<file path="src/rtl/sweep_analyzer.sv">
// Per-step peak-magnitude analyzer for a stepped frequency sweep.
// One result per step is offered on a valid/ready register; overflows are flagged.
module sweep_analyzer #(
   parameter int unsigned DWELL_CYCLES  = 50_000,
   parameter int unsigned SETTLE_CYCLES = 1_000,
   parameter int unsigned N_STEPS       = 256
) (
   input  logic        clk,
   input  logic        rst,
   input  logic        i_start,
   input  logic [15:0] i_data,
   input  logic        i_valid,
   output logic        o_busy,
   output logic        o_res_valid,
   output logic [15:0] o_res_peak,
   output logic [15:0] o_res_idx,
   input  logic        i_res_ready,
   output logic        o_done,
   output logic        o_overrun
);

   localparam int unsigned CW = $clog2(DWELL_CYCLES + 1);
   localparam logic [CW-1:0] CNT_SET_END = CW'(SETTLE_CYCLES - 1);
   localparam logic [CW-1:0] CNT_LAST    = CW'(DWELL_CYCLES - 1);
   localparam logic [15:0]   IDX_LAST    = 16'(N_STEPS - 1);

   typedef enum logic [1:0] {
      IDLE,
      SETTLE,
      MEASURE,
      NEXT
   } state_t;

   state_t state;
   state_t state_nxt;

   logic [CW-1:0] cnt;
   logic [15:0]   idx;
   logic [15:0]   peak;
   logic [15:0]   mag;
   logic          last_step;
   logic          sweep_start;
   logic          step_end;
   logic          cnt_inc;
   logic          pk_upd;
   logic          res_ld;

   // |x| with the single unrepresentable value clamped to 32767
   always_comb begin
      mag = i_data;
      if (i_data[15]) begin
         if (i_data == 16'h8000) mag = 16'h7fff;
         else                    mag = ~i_data + 16'd1;
      end
   end

   assign last_step = (idx == IDX_LAST);

   always_ff @(posedge clk) begin
      if (rst) state <= IDLE;
      else     state <= state_nxt;
   end

   always_comb begin
      state_nxt   = state;
      sweep_start = 1'b0;
      step_end    = 1'b0;
      cnt_inc     = 1'b0;
      pk_upd      = 1'b0;
      unique case (state)
         IDLE: begin
            if (i_start) begin
               sweep_start = 1'b1;
               if (SETTLE_CYCLES == 0) state_nxt = MEASURE;
               else                    state_nxt = SETTLE;
            end
         end
         SETTLE: begin
            cnt_inc = 1'b1;
            if (cnt == CNT_SET_END) state_nxt = MEASURE;
         end
         MEASURE: begin
            cnt_inc = 1'b1;
            pk_upd  = i_valid;
            if (cnt == CNT_LAST) state_nxt = NEXT;
         end
         NEXT: begin
            step_end = 1'b1;
            if (last_step)               state_nxt = IDLE;
            else if (SETTLE_CYCLES == 0) state_nxt = MEASURE;
            else                         state_nxt = SETTLE;
         end
         default: state_nxt = IDLE;
      endcase
   end

   // a held result may be replaced only when it is consumed on the same edge
   assign res_ld = step_end && (!o_res_valid || i_res_ready);

   always_ff @(posedge clk) begin
      if (rst) begin
         cnt         <= '0;
         idx         <= '0;
         peak        <= '0;
         o_res_valid <= 1'b0;
         o_res_peak  <= '0;
         o_res_idx   <= '0;
         o_overrun   <= 1'b0;
      end else begin
         if (sweep_start || step_end) cnt <= '0;
         else if (cnt_inc)            cnt <= cnt + 1'b1;

         if (sweep_start)   idx <= '0;
         else if (step_end) idx <= idx + 16'd1;

         if (sweep_start || step_end)   peak <= '0;
         else if (pk_upd && mag > peak) peak <= mag;

         if (res_ld) begin
            o_res_valid <= 1'b1;
            o_res_peak  <= peak;
            o_res_idx   <= idx;
         end else if (o_res_valid && i_res_ready) begin
            o_res_valid <= 1'b0;
         end

         if (sweep_start)
            o_overrun <= 1'b0;
         else if (step_end && o_res_valid && !i_res_ready)
            o_overrun <= 1'b1;
      end
   end

   assign o_busy = (state != IDLE);
   assign o_done = step_end && last_step;

endmodule

</file>
<file path="config.mk">
export PLATFORM = sky130hd
export DESIGN_NAME = sweep_analyzer
export DESIGN_NICKNAME = d
export VERILOG_FILES = /design/src/rtl/sweep_analyzer.sv
export SDC_FILE = /design/constraint.sdc
export NUM_CORES = 1
export LEC_CHECK = 0
export ABC_CLOCK_PERIOD_IN_PS = 3220
export BUFFER_PORTS_ARGS = -buffer_cell sky130_fd_sc_hd__buf_2
export CAP_MARGIN = 15
export CORE_MARGIN = 2
export CORE_UTILIZATION = 45
export DETAILED_ROUTE_END_ITERATION = 7
export PLACE_DENSITY_LB_ADDON = 0.2
export SETUP_SLACK_MARGIN = 0.02
export SYNTH_ARGS = -nofsm -noshare
export SYNTH_HDL_FRONTEND = slang
export SYNTH_SLANG_ARGS = --single-unit
export TNS_END_PERCENT = 30
</file>
<file path="constraint.sdc">
create_clock -name clk -period 3.22 [get_ports clk]
set_input_delay 0 -clock clk [delete_from_list [all_inputs] [get_ports clk]]
set_output_delay 0 -clock clk [all_outputs]
set_load 0.005 [all_outputs]
</file>
==> out/summary.md, run 1 <==
The logs give 5009 um^2 for the area of all placed cells without fillers and 0 for the global-route congestion overflow total. For this run, the number of Yosys warnings is 0. Setup repair after global routing left no endpoint under its margin. The post-synthesis cell count came out at 543. Setup slack closes at 0.2126 ns. The synthesized design contains 84 register bits.

Along the worst hold path, the cell count comes to 3. The area of the mapped netlist came out at 4353 um^2. For this run, design rule violations remaining after detail routing come to 0. The depth of the worst register-to-register path came out at 7.

The detail-routed net length per standard cell was 13.36 um. The critical path starts at i_data[0]. In this run the number of H-tree levels came out at 3.

In this run the critical register-to-register path is captured at cnt[15]. The fraction of the mapped netlist area in adder cells was 6.899%; the count of boundary I/O pins was 57. Multiplexer fraction of the synthesized cell area: 4.254%. Summing all placed instances gives a cell area of 4795 um^2.

After synthesis, the largest family of logic cells by area is simple AND/OR/NAND/NOR gates. CTS placed an instance of sky130_fd_sc_hd__clkbuf_8 at the clock tree root. The async set-reset flop share out of synthesis is 0%, and the die boundary height is 102.4 um.

The number of antenna diodes in the final layout is 0. In the synthesized netlist the dominant register cell turns out to be sky130_fd_sc_hd__dfxtp_1. VDD sags by at most 0.2221 mV. The total power draw is 0.002363 W, and the proportion of synthesized chip area in sequential cells is 38.63%. The number of buffers inserted during clock tree synthesis was 9; the minimum clock period after layout was 3.007 ns. In this run, the number of DRC markers left after iteration 0 of detailed routing was 129. Dividing total power by cell area gives a power density of 471.9 nW/um^2. The area enclosed by the die boundary is 10480 um^2, and the area fraction in and, or, nand and nor cells after synthesis is 23.54%.

The logs give 0.8524 for the global placement routability congestion and 0 for the hold violation count in the final report. In the post-synthesis netlist, the biggest area contributors are sky130_fd_sc_hd__dfxtp_1 39%, sky130_fd_sc_hd__nand2_1 8.9%, sky130_fd_sc_hd__ha_1 6.9%. The area growth from synthesis to layout is 15.06%. For the total wirelength of the detailed-routed design, the log shows 9820 um. Averaged over all synthesized cells, the footprint is 8.016 um^2. Buffers placed on the I/O ports in this run total 56.

TritonCTS built the clock tree. The number of different library cells used by synthesis comes to 47. The number of max-capacitance violations reported is 0, and the per-cell via count in the routed design is 5.177. Detailed placement finished with a half-perimeter wire length of 7352 um. The startpoint identified for the worst register-to-register timing path is state[0]. The data arrival at the endpoint of the critical path was 3.24 ns.

In the layout the commonest cells are 103 x sky130_fd_sc_hd__nand2_1, 84 x sky130_fd_sc_hd__dfxtp_1, 56 x sky130_fd_sc_hd__buf_2. The analysis attributes to cell leakage a power of 1.836 nW. When the netlist entered floorplanning its net count stood at 588.

The clock reaches the later pin of the worst-skew pair after 0.35 ns. The area share of the leading cell type in the synthesized netlist is 38.63%, and the worst endpoint required time is 3.46 ns. After layout, the worst path uses 93.40% of the clock period. Class of the tightest hold or removal check: input port to flop.

The floorplan step defined a core boundary enclosing 9328 um^2. The tools report the number of antenna violations at the first check in global routing as 0. The logs give 0 for the final number of max-transition violations and 3509 for the via count of the first global-routing pass. Measured against its own limit, the worst slew margin works out to 52.03%.

For flop-to-flop paths, the worst setup slack is 0.71 ns. The detailed router placed 3805 vias in this run. The post-route netlist has 15.84% of its cells at a drive strength greater than 1. The number of synthesized flops with an enable pin came out at 0. For this run, the post-layout net count is 646.

The clock transition at the registers of the reported paths works out to 0.08 ns. The largest area contributor in the synthesized netlist is sky130_fd_sc_hd__dfxtp_1. The first TritonRoute pass finished after 5 iterations. The maximum clock frequency was 332.5 MHz. The worst-case clock skew was 0.01143 ns. Once the floorplan was initialized, standard cells occupied 46.67% of the core.

At the pin with the least slew margin, the transition time is 0.7164 ns. The tools report the worst slack after detailed placement as -0.2120 ns. Row generation in the floorplan step produced 35 rows. The pin count of the biggest net entering global routing is 37, and the largest fanout on the critical path is 4.

The tools report the start point of the worst min-delay path as i_data[12]. The count of final setup violators was 0. The commonest non-fill, non-tap cell in the layout was sky130_fd_sc_hd__nand2_1. The die span in x was 102.4 um. The sink of the worst hold path is peak[12]. For this run, the total global-route usage over all layers was measured as 19.75%. Critical setup path kind: input port to flop. The first global-routing pass estimated 16460 um of wire. The tools report the post-route antenna net violation count as 0.

The synthesized-area fraction occupied by ao, oa, aoi and oai cells is 14.49%, and the maximum clock path buffer count is 2. After Yosys synthesis, XOR and XNOR cells account for 6.439% of the synthesized area. The run gives 84 as the number of clock sinks. The worst setup path is launched from an input port. The worst setup path is captured at a flop. The run finished with clean final reports.
==> Yosys cell counts, types with 5 or more instances <==
master                     instances
sky130_fd_sc_hd__nor2_1           45
sky130_fd_sc_hd__nand4_1          12
sky130_fd_sc_hd__nand3_1          15
sky130_fd_sc_hd__dfxtp_1          84
sky130_fd_sc_hd__nand2_1         103
sky130_fd_sc_hd__o211ai_1          7
sky130_fd_sc_hd__buf_2             5
sky130_fd_sc_hd__xor2_1           16
sky130_fd_sc_hd__o21ai_0          14
sky130_fd_sc_hd__clkbuf_1         17
sky130_fd_sc_hd__nor3_1           10
sky130_fd_sc_hd__ha_1             24
sky130_fd_sc_hd__a21oi_1          52
sky130_fd_sc_hd__or3_1             5
sky130_fd_sc_hd__o21a_1            6
sky130_fd_sc_hd__xnor2_1          16
sky130_fd_sc_hd__or4_1             5
sky130_fd_sc_hd__inv_1            32
sky130_fd_sc_hd__mux2i_1          14
==> per-layer routing <==
metal  vias to the layer above  share of wire [%]  track usage, %
met3                         2                3.6           3.830
li1                       1979                  -               -
met4                         0               0.41           5.026
met2                        70                 46           31.33
met1                      1754                 50           27.68
met5                         -                  0               0
==> sequential cells by signal, summed over array words and instances, names as in the netlist <==
register     cells
cnt             16
idx             16
o_res_idx       16
o_res_peak      16
peak            16
state            2
o_overrun        1
o_res_valid      1
==> how the worst max path moves through the flow <==
stage                     to  slack (ns)  depth (start not counted)
floorplan           peak[10]        0.21                         12
global placement     peak[7]       -0.04                         12
detailed placement  peak[14]       -0.21                         12
CTS                 peak[14]        0.16                         12
global route         peak[8]        0.03                         15
finish               peak[8]        0.21                         12
==> timing repair <==
action	4_1_cts	5_1_grt
endpoints found under the setup margin	0	16
gates resized for setup	0	3
buffers inserted	0	1
hold endpoints to repair	1	0
hold buffers	1	0
==> worst max-delay path, cell delays in order <==
cell and delay [ns]:
sky130_fd_sc_hd__buf_2 0.14, sky130_fd_sc_hd__or4_1 0.58, sky130_fd_sc_hd__or2_1 0.26, sky130_fd_sc_hd__o21a_1 0.19, sky130_fd_sc_hd__o31a_1 0.25, sky130_fd_sc_hd__ha_1 0.29
sky130_fd_sc_hd__nand4_1 0.13, sky130_fd_sc_hd__or4_1 0.56, sky130_fd_sc_hd__a21oi_1 0.16, sky130_fd_sc_hd__o31a_1 0.20, sky130_fd_sc_hd__buf_4 0.15, sky130_fd_sc_hd__mux2_2 0.33
==> cells by family (layout without fill, tap and decap cells) <==
kind of cell | count (synthesis) | in the layout
AND/OR/NAND/NOR | 222 | 222
AO/OA/AOI/OAI | 103 | 103
flip-flops | 84 | 84
buffers and inverters | 60 | 123
XOR/XNOR | 32 | 32
adder cells (fa/ha/maj) | 24 | 24
multiplexers | 18 | 18
==> area by class of cell <==
cell class                 instances  area [um^2]
fill                             964         4319
multi-input combinational        399         2424
sequential                        84         1682
timing repair buffer              75        429.2
tap                              129        161.4
clock buffer                      11        131.4
inverter                          32        120.1
clock inverter                     5        61.31
==> metrics by stage <==
stage	hold slack [ns]	std cells	TNS [ns]	utilization [%]
after floorplan	0.2096	543	0	-
after global placement	0.3144	717	-0.4613	51.40
after detailed placement	0.3176	717	-2.448	51.40
after CTS	0.05516	734	0	53.57
after global routing	0.09558	735	0	53.70
final	0.08839	735	0	53.70
==> power breakdown <==
part	internal (W)	leakage [nW]	total [W]	switching, W
Clock	0.000362	0.0862	0.000743	0.000381
Combinational	0.000198	1.07	0.000524	0.000326
Sequential	0.00107	0.677	0.00110	0.0000283
Total	0.00163	1.84	0.00236	0.000735
Power figures use the tool's default switching activity.
==> inputs of run 2 (changes only) <==
--- a/config.mk
+++ b/config.mk
@@ -8,7 +8,6 @@
 export ABC_CLOCK_PERIOD_IN_PS = 3220
 export BUFFER_PORTS_ARGS = -buffer_cell sky130_fd_sc_hd__buf_2
 export CAP_MARGIN = 15
-export CORE_MARGIN = 2
 export CORE_UTILIZATION = 45
 export DETAILED_ROUTE_END_ITERATION = 7
 export PLACE_DENSITY_LB_ADDON = 0.2
==> out/summary.md, run 2 (same netlist as run 1, synthesis figures left out) <==
The top cell types in the final layout, fill and taps aside, are 103 x sky130_fd_sc_hd__nand2_1, 84 x sky130_fd_sc_hd__dfxtp_1, 56 x sky130_fd_sc_hd__buf_2. STA classifies the critical path endpoint as a flop. The run gives 0.05254 ns as the worst hold margin. STA puts the critical path data arrival time at 3.28 ns. The detail-routed net length per standard cell was 13.57 um. The congestion estimate from routability-driven global placement came to 0.8444. For this run the aggregate overflow at the end of global routing stands at 0. For the antenna cell count, the log shows 0. After detailed routing, the number of vias per cell comes to 5.201. The hold violation count in the final report is 0, and the clock network fraction of design power is 33.8%. Power comes to 0.002458 W.

Clock latency on the worst-skew pair, taken at its later pin, is 0.36 ns. With fillers left out, the area of the finished cells amounts to 5049 um^2. The finished layout holds 737 standard cells, fillers aside. The count of final setup violators was 0; the DRC violation count after routing was 0. The core region is 9284 um^2.

The pre-antenna-repair detailed-routing pass consisted of 4 iterations. The tools report the post-route antenna net violation count as 0. The library cell used most frequently in the layout, excluding fill and tap cells, is sky130_fd_sc_hd__nand2_1.

The die covers 10070 um^2. The tools report the via count of the first global-routing pass as 3605. Post-CTS timing repair inserted 0 buffers for setup.

The endpoint identified for the worst register-to-register timing path is peak[15]. Across every metal layer, demand over resource in global routing totals 21.03%. The logs give 10000 um for the total wirelength of the detailed-routed design and 84 for the number of clock sinks. The final number of max-transition violations is 0, and the final clock period utilization by the worst path is 93.17%. The critical setup path kind is input port to flop. Pin placement for this block handled 57 I/O pins. The area growth from synthesis to layout is 15.98%.

Counting the buffers created by CTS gives 9. The proportion of total power due to net switching is 30.38%, and the number of violations reported at the end of detailed-routing iteration 0 is 139. The maximum clock frequency was 333.3 MHz. The die span in x was 100.4 um.

Once placement completed, the tool counted placed cells totaling 720. The initial core utilization was 46.89%. Summed over all nets, the switching power comes to 0.0007467 W. Setup repair after global routing left no endpoint under its margin.

For the worst flop-to-flop path, the logic depth is 6. The longest clock path from root to sink contains 2 buffers. The port buffer count was 56.

CTS placed an instance of sky130_fd_sc_hd__clkbuf_8 at the clock tree root. At the end of the flow, the number of nets in the layout was 648. The tools report the combinational group share of total power as 21.7%. The critical path goes through buf_2, or4_1, or2_1, o21a_1, o31a_1, ha_1, nand4_1, or4_1, a21oi_1, o31a_1, buf_6, mux2i_1. The worst setup path is launched from an input port. TritonCTS built the clock tree.

The placed instances occupy a cell area of 4817 um^2. For the pin with the worst max-slew slack, the measured transition is 0.7638 ns. Fraction of layout instances using a drive strength above 1: 16.12%. For this design the static power due to leakage is 1.866 nW. Sink of the worst hold path: peak[14]. Sequential cells account for 44.6% of the total power. Across all layers, the routed design uses 3833 vias. The start point of the worst min-delay path was i_data[14]. The flow ran to the end, and the final reports show no timing, DRC or antenna violations. The min-delay analysis places its worst path in the category input port to flop. The startpoint identified for the worst register-to-register timing path is state[0].

In this design, the stage delay of the slowest critical-path cell is 0.57 ns. The clock tree synthesis step divided the H-tree into 3 levels. The number of antenna violations at the first check in global routing was 0; the relative slew slack was 48.85%. The number of max-capacitance violations reported is 0, and the largest fanout on the critical path is 12. Summed over all nets, the half-perimeter wirelength after detailed placement is 7386 um. The worst-case clock skew was 0.01521 ns. Wire length of the first global-routing pass: 16810 um. Clock-pin slew was measured on the worst setup and hold paths at 0.08 ns.

In this run the vertical extent of the chip is 100.4 um. Entering global routing, the biggest net connects 37 pins. The tools report the placement row count as 35. The slowest stage of the critical path belongs to the cell sky130_fd_sc_hd__or4_1. IR analysis of the VDD net gives a maximum drop of 0.2072 mV. For flop-to-flop paths, the worst setup slack is 0.75 ns.

The internal power component is 0.001712 W. The minimum clock period after layout is 3.000 ns, and the hold path depth is 3. Data on the critical path is required at its endpoint by 3.50 ns. Power per cell area: 486.9 nW/um^2.
==> run 2: cell count changes in the layout (fill, tap and decap cells not counted) <==
cell                         change
sky130_fd_sc_hd__clkinv_4        +3
sky130_fd_sc_hd__buf_4           +2
sky130_fd_sc_hd__inv_6           -1
sky130_fd_sc_hd__o311ai_1        -1
sky130_fd_sc_hd__clkinvlp_4      -3
sky130_fd_sc_hd__o311ai_0        +1
sky130_fd_sc_hd__bufinv_16       +1
==> run 2: how the worst max path moves through the flow <==
stage | start | to | slack, ns | cells past startpoint
2_1_floorplan | i_data[1] | peak[10] | 0.21 | 12
4_1_cts | i_data[1] | peak[3] | 0.20 | 12
6_report | i_data[0] | peak[3] | 0.22 | 12
3_5_place_dp | i_data[1] | peak[3] | -0.18 | 12
3_3_place_gp | i_data[0] | peak[13] | -0.05 | 12
5_1_grt | i_data[1] | peak[13] | 0.03 | 12
==> run 2: what timing repair did <==
action	4_1_cts	5_1_grt
endpoints found under the hold margin	1	0
resized for setup	0	2
endpoints found under the setup margin	0	12
hold buffers	1	0
==> run 2: critical path, delay by kind of cell <==
| family | cells | cell delay, ns |
|---|---|---|
| buffers and inverters | 2 | 0.37 |
| AO/OA/AOI/OAI | 4 | 0.89 |
| AND/OR/NAND/NOR | 4 | 1.53 |
| adder cells (fa/ha/maj) | 1 | 0.29 |
| multiplexers | 1 | 0.20 |
==> run 2: final cells by class <==
cell class	instances	area, um^2
Clock inverter	5	86.33
Fill cell	897	4235
Multi-Input combinational cell	399	2424
Sequential cell	84	1682
Timing Repair Buffer	77	444.2
Tap cell	129	161.4
Clock buffer	11	131.4
Inverter	32	120.1
==> run 2: metrics by stage <==
step	TNS, ns	worst slack [ns]	utilization (%)
6_report	0	0.2199	54.38
5_1_grt	0	0.02530	54.38
4_1_cts	0	0.1952	54.34
3_5_place_dp	-2.078	-0.1779	51.89
3_3_place_gp	-0.5446	-0.04844	51.89
2_1_floorplan	0	0.2060	-
==> run 2: metal layers <==
layer | global-route usage, % | part of all wire (%) | vias to the layer above
met1 | 28.45 | 50 | 1760
li1 | - | - | 1987
met3 | 4.178 | 4.1 | 16
met5 | 0 | 0 | -
met2 | 33.46 | 45 | 70
met4 | 7.135 | 1.6 | 0
==> run 2: power groups by stage <==
stage / Clock [W] / Combinational [W] / Sequential [W]
after floorplan: 0 / 0.000389 / 0.00111
after CTS: 0.000852 / 0.000533 / 0.00110
final: 0.000830 / 0.000533 / 0.00110
after global placement: 0 / 0.000512 / 0.00112
after detailed placement: 0 / 0.000529 / 0.00112
after global routing: 0.000893 / 0.000598 / 0.00110
==> inputs of run 3 (changes only) <==
--- a/config.mk
+++ b/config.mk
@@ -8,6 +8,7 @@
 export ABC_CLOCK_PERIOD_IN_PS = 3220
 export BUFFER_PORTS_ARGS = -buffer_cell sky130_fd_sc_hd__buf_2
 export CAP_MARGIN = 15
+export CORE_MARGIN = 2
 export CORE_UTILIZATION = 45
 export DETAILED_ROUTE_END_ITERATION = 7
 export PLACE_DENSITY_LB_ADDON = 0.2
==> constraint.sdc (replaced) <==
create_clock -name clk -period 3.22 [get_ports clk]
set_input_delay 0.161 -clock clk [delete_from_list [all_inputs] [get_ports clk]]
set_output_delay 0.161 -clock clk [all_outputs]
set_load 0.005 [all_outputs]
==> out/summary.md, run 3 (same netlist as run 1, synthesis figures left out) <==
The instance count after placement with tap cells included is 732. In this design, the stage delay of the slowest critical-path cell is 0.56 ns. In this run the cell area measured after placement is 4907 um^2. The final layout contains routed wiring with a total length of 10070 um. TritonCTS built the clock tree.

The logs give 0 for the global-route congestion overflow total and 16500 um for the wire length of the first global-routing pass. Cells with a size suffix above 1 make up 18.68% of the layout. The floorplan step set the die width to 102.4 um. The depth of the worst register-to-register path is 6, and the register-to-register setup slack is 0.71 ns. After layout, the worst path uses 96.33% of the clock period. Hold violation count in the final report: 0. Walking the worst path, the cells encountered are buf_2, or4_4, or2_1, o21a_1, o31a_1, ha_1, nand4_1, or4_1, a21oi_1, o31a_1, buf_4, mux2_2. Sink of the worst hold path: o_res_valid. Across the run, the number of max-cap violations was 0. In the final timing run, aggregate negative setup slack is 0 ns. The run gives 0.8628 as the global placement routability congestion. The run gives 84 as the number of clock sinks.

Dividing the detail-routed wire length by the instance count gives 13.43 um. Among cell families on the critical path, the largest total delay comes from simple AND/OR/NAND/NOR gates. Static timing analysis puts the maximum clock frequency at 322.4 MHz. Buffers placed on the I/O ports in this run total 56. Minimum clock period after layout: 3.102 ns. In this run the number of H-tree levels came out at 3. 0 antenna diodes ended up in the layout. For the count of boundary I/O pins, the log shows 57. Launch point of the worst reg-to-reg path: state[0].

In this run the worst hold path is classified as input port to flop. Dividing total power by cell area gives a power density of 468.4 nW/um^2. The area enclosed by the die boundary is 10480 um^2, and the placement row count is 35. The flow ran to the end, and the final reports show no timing, DRC or antenna violations. The number of violations reported at the end of detailed-routing iteration 0 was 125; the layout net count was 661. The final number of max-transition violations came out at 0. For the initial core utilization, the log shows 46.67%. Capturing element type of the critical path: a flop. The largest fanout on the critical path works out to 4. After floorplanning, the core was sized to cover 9328 um^2.

No sink is reached through more buffers than the 2 on the longest clock path. The number of buffers inserted during clock tree synthesis was 9. The critical path crosses 12 cells after its start point. IR analysis of the VDD net gives a maximum drop of 0.2304 mV. Worst-margin pin slew: 0.7373 ns. Global routing used 19.91% of the available tracks across all layers. The clock transition at the registers of the reported paths is 0.08 ns. The count of final setup violators was 0. For this design the static power due to leakage is 1.922 nW.

Data on the critical path is required at its endpoint by 3.47 ns. STA classifies the critical path startpoint as an input port. The tools report the critical register-to-register path endpoint as peak[15]. The DRC violation count after routing was 0; the area of all placed cells without fillers was 5142 um^2.

By startpoint and endpoint, the worst setup path is classified as input port to flop. The number of antenna violations at the first check in global routing came out at 0. Entering global routing, the biggest net connects 37 pins. The library cells used most frequently in the layout, excluding fill and tap cells, are 103 x sky130_fd_sc_hd__nand2_1, 84 x sky130_fd_sc_hd__dfxtp_1, 56 x sky130_fd_sc_hd__buf_2. The worst pin sits at a relative slew slack of 50.62%. The layout overhead on the synthesized area was 18.14%. From bottom edge to top edge, the die measures 102.4 um. The total number of vias is 3877, and the HPWL reported at the end of detailed placement is 7597 um. The tree is rooted in a sky130_fd_sc_hd__clkbuf_8.

The sum of buffers and inverters on the critical path was 2. The worst hold path begins at i_res_ready. Clock latency on the worst-skew pair, taken at its later pin, is 0.36 ns. Clock skew on the completed layout was measured at 0.009649 ns. Leaving out filler cells and counting taps, the final layout contains 750.

The first TritonRoute pass finished after 4 iterations. The worst hold path passes through 4 cells. The dominant cell type by count on the critical path was sky130_fd_sc_hd__o31a_1. After detailed routing, the number of vias per cell comes to 5.169. STA puts the critical path data arrival time at 3.35 ns.

The slowest stage of the critical path belongs to the cell sky130_fd_sc_hd__or4_1. Post-route antenna net violation count: 0. The via count of the first global-routing pass was 3573. Leaving out fill and tap cells, the most frequent cell in the layout is sky130_fd_sc_hd__nand2_1.
run 3: stage by stage:
| step | worst slack (ns) | power (W) | hold WS (ns) | utilization, % |
|---|---|---|---|---|
| after floorplan | 0.04502 | 0.001503 | 0.3706 | - |
| after global placement | -0.2090 | 0.001635 | 0.4405 | 52.61 |
| after detailed placement | -0.3049 | 0.001658 | 0.4463 | 52.61 |
| after CTS | 0.05695 | 0.002417 | 0.1137 | 54.76 |
| after global routing | -0.001696 | 0.002546 | 0.1461 | 55.13 |
| final | 0.1181 | 0.002409 | 0.1228 | 55.13 |
run 3: worst reg2reg max path, cell delays in order (launching register included):
cell,delay [ns]
sky130_fd_sc_hd__dfxtp_1,0.41
sky130_fd_sc_hd__inv_1,0.12
sky130_fd_sc_hd__ha_1,0.23
sky130_fd_sc_hd__a21o_1,0.38
sky130_fd_sc_hd__or2_2,0.60
sky130_fd_sc_hd__or4b_1,0.57
sky130_fd_sc_hd__mux2i_1,0.14
run 3: area by class of cell:
cell class                 instances  area, um^2
fill                             873        4185
multi-input combinational        399        2440
sequential                        84        1682
timing repair buffer              90       539.3
tap                              129       161.4
clock buffer                      11       141.4
inverter                          32       120.1
clock inverter                     5       58.81
run 3: worst max-delay path by stage:
stage,startpoint,end
after global placement,i_data[0],peak[13]
final,i_data[0],peak[5]
after floorplan,i_data[1],peak[10]
after global routing,i_data[0],peak[6]
after detailed placement,i_data[0],peak[3]
after CTS,i_data[0],peak[10]
run 3: per-layer routing:
layer / GRT usage, % / up-vias / wire, um / part of all wire (%)
li1: - / 2007 / - / -
met1: 27.41 / 1801 / 4925 / 49
met2: 31.68 / 59 / 4736 / 47
met3: 3.215 / 10 / 308 / 3.1
met4: 7.077 / 0 / 104 / 1.0
met5: 0 / - / 0 / 0
run 3: repair_timing:
action,CTS,global route
hold buffers,0,0
gates resized for setup,0,5
setup endpoints to repair,0,16
buffers inserted,0,2
run 3: power breakdown:
group | internal, W | switching [W] | leakage [nW]
sequential | 0.00107 | 0.0000302 | 0.677
clock | 0.000381 | 0.000382 | 0.0959
combinational | 0.000212 | 0.000335 | 1.15
